<file path="src/rtl/flash_readback_uart_tx.sv">
// flash_readback_uart_tx
//
// Readback path of the flash programmer. It pulls 64-bit words out of the
// spi_phy fetch FIFO and sends them byte by byte through uart_tx, so the
// host can compare them with what it wrote. This is the mirror image of the
// write path, which packs UART bytes into 64-bit words.
//
// Parameters:
//   FETCH_LATENCY  cycles from the fetch_out pulse until fetch_din is valid (1..3)
//   MSB_FIRST      1: send word[63:56] first, 0: send word[7:0] first
//
// Ports:
//   clk             system clock (CFGMCLK domain)
//   rst             synchronous active-high reset
//   start           one-cycle job request, only honoured while idle
//   byte_num        number of bytes in the job, sampled with start
//   done            one-cycle pulse once the last byte has left uart_tx
//   busy            high from an accepted start until done
//   tx_cnt          bytes completed in the current job
//   fetch_din       word from the fetch FIFO
//   fetch_out       one-cycle FIFO read strobe
//   fetch_empty_in  fetch FIFO empty flag
//   o_Tx_DV         one-cycle byte-valid pulse to uart_tx
//   o_Tx_Byte       byte to uart_tx, held until the next o_Tx_DV
//   i_Tx_Active     uart_tx is shifting a byte
//   i_Tx_Done       uart_tx byte complete pulse
module flash_readback_uart_tx #(
    parameter int FETCH_LATENCY = 1,
    parameter bit MSB_FIRST     = 1'b1
) (
    input  logic        clk,
    input  logic        rst,
    input  logic        start,
    input  logic [31:0] byte_num,
    output logic        done,
    output logic        busy,
    output logic [31:0] tx_cnt,
    input  logic [63:0] fetch_din,
    output logic        fetch_out,
    input  logic        fetch_empty_in,
    output logic        o_Tx_DV,
    output logic [7:0]  o_Tx_Byte,
    input  logic        i_Tx_Active,
    input  logic        i_Tx_Done
);

    typedef enum logic [2:0] {
        IDLE,
        FETCH,
        WAIT_DATA,
        LOAD,
        WAIT_DONE
    } state_t;

    localparam logic [1:0] LAT = 2'(FETCH_LATENCY);

    state_t      state;
    logic [31:0] remaining;
    logic [63:0] word;
    logic [2:0]  idx;
    logic [1:0]  lat_cnt;
    logic [7:0]  sel_byte;

    // Byte picked out of the captured word for the current index.
    always_comb begin
        sel_byte = 8'h00;
        if (MSB_FIRST) begin
            sel_byte = word[{3'd7 - idx, 3'b000} +: 8];
        end else begin
            sel_byte = word[{idx, 3'b000} +: 8];
        end
    end

    // Job sequencer. done, fetch_out and o_Tx_DV default low every cycle so
    // each of them is a single-cycle pulse. remaining counts down the bytes
    // still to be acknowledged; a partial last word simply ends the job
    // before idx reaches 7, which discards its trailing bytes.
    always_ff @(posedge clk) begin
        if (rst) begin
            state     <= IDLE;
            done      <= 1'b0;
            busy      <= 1'b0;
            tx_cnt    <= 32'd0;
            fetch_out <= 1'b0;
            o_Tx_DV   <= 1'b0;
            o_Tx_Byte <= 8'h00;
            remaining <= 32'd0;
            word      <= 64'd0;
            idx       <= 3'd0;
            lat_cnt   <= 2'd0;
        end else begin
            done      <= 1'b0;
            fetch_out <= 1'b0;
            o_Tx_DV   <= 1'b0;
            case (state)
                IDLE: begin
                    if (start) begin
                        if (byte_num == 32'd0) begin
                            done <= 1'b1;
                        end else begin
                            remaining <= byte_num;
                            tx_cnt    <= 32'd0;
                            busy      <= 1'b1;
                            state     <= FETCH;
                        end
                    end
                end
                FETCH: begin
                    if (!fetch_empty_in) begin
                        fetch_out <= 1'b1;
                        lat_cnt   <= 2'd0;
                        state     <= WAIT_DATA;
                    end
                end
                WAIT_DATA: begin
                    // lat_cnt is 0 in the cycle fetch_out is high, so the
                    // word is taken in the cycle it first becomes valid.
                    if (lat_cnt == LAT) begin
                        word  <= fetch_din;
                        idx   <= 3'd0;
                        state <= LOAD;
                    end else begin
                        lat_cnt <= lat_cnt + 2'd1;
                    end
                end
                LOAD: begin
                    if (!i_Tx_Active) begin
                        o_Tx_Byte <= sel_byte;
                        o_Tx_DV   <= 1'b1;
                        state     <= WAIT_DONE;
                    end
                end
                WAIT_DONE: begin
                    if (i_Tx_Done) begin
                        tx_cnt    <= tx_cnt + 32'd1;
                        remaining <= remaining - 32'd1;
                        if (remaining == 32'd1) begin
                            done  <= 1'b1;
                            busy  <= 1'b0;
                            state <= IDLE;
                        end else if (idx == 3'd7) begin
                            state <= FETCH;
                        end else begin
                            idx   <= idx + 3'd1;
                            state <= LOAD;
                        end
                    end
                end
                default: state <= IDLE;
            endcase
        end
    end

endmodule

</file>
<file path="config.mk">
export PLATFORM = sky130hd
export DESIGN_NAME = flash_readback_uart_tx
export DESIGN_NICKNAME = d
export VERILOG_FILES = /design/src/rtl/flash_readback_uart_tx.sv
export SDC_FILE = /design/constraint.sdc
export NUM_CORES = 1
export LEC_CHECK = 0
export CORE_MARGIN = 4
export CORE_UTILIZATION = 30
export DETAILED_ROUTE_END_ITERATION = 8
export PLACE_DENSITY_LB_ADDON = 0.25
export SLEW_MARGIN = 40
export SYNTH_ARGS = -nofsm -noshare
export SYNTH_HDL_FRONTEND = slang
export SYNTH_SLANG_ARGS = --single-unit
</file>
<file path="constraint.sdc">
create_clock -name clk -period 2.59 [get_ports clk]
set_input_delay 0.518 -clock clk [delete_from_list [all_inputs] [get_ports clk]]
set_output_delay 0.518 -clock clk [all_outputs]
set_load 0.01 [all_outputs]
</file>
==> impl_metrics.ini <==
[outcome]
outcome = complete, no violations

[clock_tree]
cts_buffers = 17
cts_tree = done
clk_pin_slew_ns = 0.07
cts_resized = 0
cts.sinks = 148
post_cts_buffers = 0
clk_path_buf_depth = 2
ctsHtreeMaxLevel = 4
root_buffer = clkbuf_16
cts_hold_buf = 0
clock_latency_ns = 0.43

[sta]
slew_violations = 0
max_freq_mhz = 438
period_minus_slack_ns = 2.28
whs_ns = 0.453
max-slew-margin-rel = 0.608
clock_skew_ns = 0.0104
rsz0062_at_grt = no
setup_viol = 0
hold_viol = 0
period_share = 0.881
worst_slew_pin_slew_ns = 0.588
tns_ns = 0

[drt]
drt_iter0_markers = 547
via_per_inst = 5.21
drt_first_pass_iters = 5
drc = 0
wl_per_cell_um = 15.9
postRouteWirelength_um = 22400
vias = 7337
ant_nets = 0

[yosys]
synth_cell_type_count = 62
ys_async_sr_fraction = 0
synth.area.mux_share = 0.0631
ys_ff_latch = 148
synth.net_count = 1027
yosysWarnings = 0
syn_area_um2 = 7470
syn_avg_cell_area_um2 = 8.13
synth-simple-area-share = 0.272
synth_edf_count = 0
synth-main-ff-cell = dfxtp_1
synthAdderAreaFrac = 0.0100
synth_top_family_by_area = simple AND/OR/NAND/NOR gates
synth-xor-area-share = 0.00234
ys_seq_area_frac = 0.397
synth-compound-area-share = 0.210
synth_cells = 919

[pwr]
p_per_area_nw_per_um2 = 676
power_uw = 6890
peakVddDrop_mv = 0.358
p_leak_uw = 0.00327

[floorplanning]
ioPinCount = 146
fp.coreArea_um2 = 24400
die_w_um = 166
core.rowCount = 57
floorplan.initialDensity = 0.306
die_area_um2 = 27500
die_h_um = 166

[finish]
drive_gt1_frac = 0.115
area_growth_pct = 36.5
antenna_cells = 0
fin_area_um2 = 10200
nets = 1179

[worst_setup_path]
cp_num_buf_inv = 0
end_kind = flop
cp_slowest_cell = or4b_1
crit_fanout = 8
arrival_ns = 2.59
required_ns = 2.90
critPathKind = flop to flop
crit_chain = or4_4 -> or4b_1 -> or3_1 -> a21oi_1 -> o32ai_1
cp_top_family = simple AND/OR/NAND/NOR gates
slowest_delay_ns = 0.70
cp-start-kind = flop

[flow_run]
drv_cap = 0

[global_route]
grt_max_degree = 70
grt_overflow = 0
grt_pass1_wl_um = 36600
grt_pass1_vias = 6977
grt_antenna_before_repair = 0
grt_use_total = 0.159

[hold_path]
hold_class = flop to flop

[place]
hpwlAfterDp_um = 15500
gp_congestion = 0.793
port_buffers = 145
place_area_um2 = 9650
==> path summary, 6_finish.rpt <==
kind,startpoint,endpoint,slack (ns),cells past startpoint
hold / removal,word[59],word[59],0.45,2
setup reg to reg,remaining[8],remaining[21],0.31,5
setup / recovery,remaining[8],remaining[21],0.31,5
hold reg to reg,word[59],word[59],0.45,2
==> cells by family (layout without fill, tap and decap cells) <==
kind of cell	after synthesis	count (layout)
buffers and inverters	85	249
xor gates and xnor gates	2	2
muxes	27	27
DFF	148	148
adders and majority gates	6	6
and+or+nand+nor	393	393
AOI/OAI and AO/OA	258	258
==> routing by layer <==
metal  routed length (um)  up-vias  GRT usage
li1                     -     3707          -
met1                10500     3455      0.213
met2                10600      156      0.261
met3                 1040       19     0.0364
met4                  217        0     0.0405
met5                    0        -          0
==> cells in the final DEF (no fill, tap or decap), drive strengths merged, types with 3 or more instances in the layout <==
cell type / synthesis / final
clkdlybuf4s50: 0 / 144
o32ai: 13 / 13
or3: 14 / 14
clkbuf: 58 / 18
nand2: 160 / 160
dfxtp: 148 / 148
buf: 16 / 63
and3: 3 / 3
nor2b: 9 / 9
nand2b: 21 / 21
o31ai: 34 / 34
or4b: 4 / 4
mux4: 16 / 16
nor3b: 5 / 5
nor2: 42 / 42
clkinvlp: 0 / 5
a21oi: 132 / 132
and4: 5 / 5
nand4: 17 / 17
a22oi: 4 / 4
inv: 11 / 16
nand3b: 6 / 6
a211oi: 9 / 9
nand3: 21 / 21
or3b: 4 / 4
o21ai: 26 / 26
ha: 6 / 6
a21o: 5 / 5
nor4: 24 / 24
nor3: 20 / 20
or4: 29 / 29
o41ai: 3 / 3
mux2i: 10 / 10
nand4b: 3 / 3
a31oi: 11 / 11
==> per-stage QoR <==
| stage | utilization | setup slack (ns) | std cells |
|---|---|---|---|
| after floorplan | - | 0.387 | 919 |
| after global placement | 0.395 | 0.0106 | 1376 |
| after detailed placement | 0.395 | -0.0190 | 1376 |
| after CTS | 0.418 | 0.303 | 1407 |
| after global routing | 0.418 | 0.183 | 1407 |
| final | 0.418 | 0.307 | 1407 |
==> registers in the layout, indices dropped and copies added, names as in the netlist, 2 cells and up <==
signal	count
lat_cnt	2
tx_cnt	32
o_Tx_Byte	8
word	64
idx	3
remaining	32
state	3
==> Yosys cell counts, types with 10 or more instances <==
master,number,share of area
nand2_1,160,0.080
dfxtp_1,148,0.40
a21oi_1,132,0.088
clkbuf_1,58,0.029
nor2_1,42,0.021
o31ai_1,34,0.034
or4_1,27,0.027
nor4_1,22,0.018
nand2b_1,21,0.018
nand3_1,21,0.014
nor3_1,20,0.013
o21ai_1,20,0.013
nand4_1,17,0.014
mux4_2,16,0.048
or3_1,14,0.012
o32ai_1,13,0.015
a31oi_1,11,0.0092
inv_1,11,0.0055
mux2i_1,10,0.013
==> final cells by class <==
type | instances | area, um2
repair buffers | 207 | 2030
inverters | 11 | 41.3
fillers | 2513 | 14200
multi-input cells | 686 | 4210
clock inverters | 13 | 128
well taps | 324 | 405
flip-flops and latches | 148 | 2960
clock buffers | 18 | 429
==> report_power, final <==
group	internal (uW)	switching [uW]
sequential	2430	204
combinational	847	1010
clock	1330	1070
total	4610	2280
==> worst reg2reg max path: cells and delay by family, from the launching register on <==
kind               cells  cell delay [ns]
DFF                    1             0.31
and+or+nand+nor        3             1.62
AOI/OAI and AO/OA      2             0.24
Power figures use the tool's default switching activity.
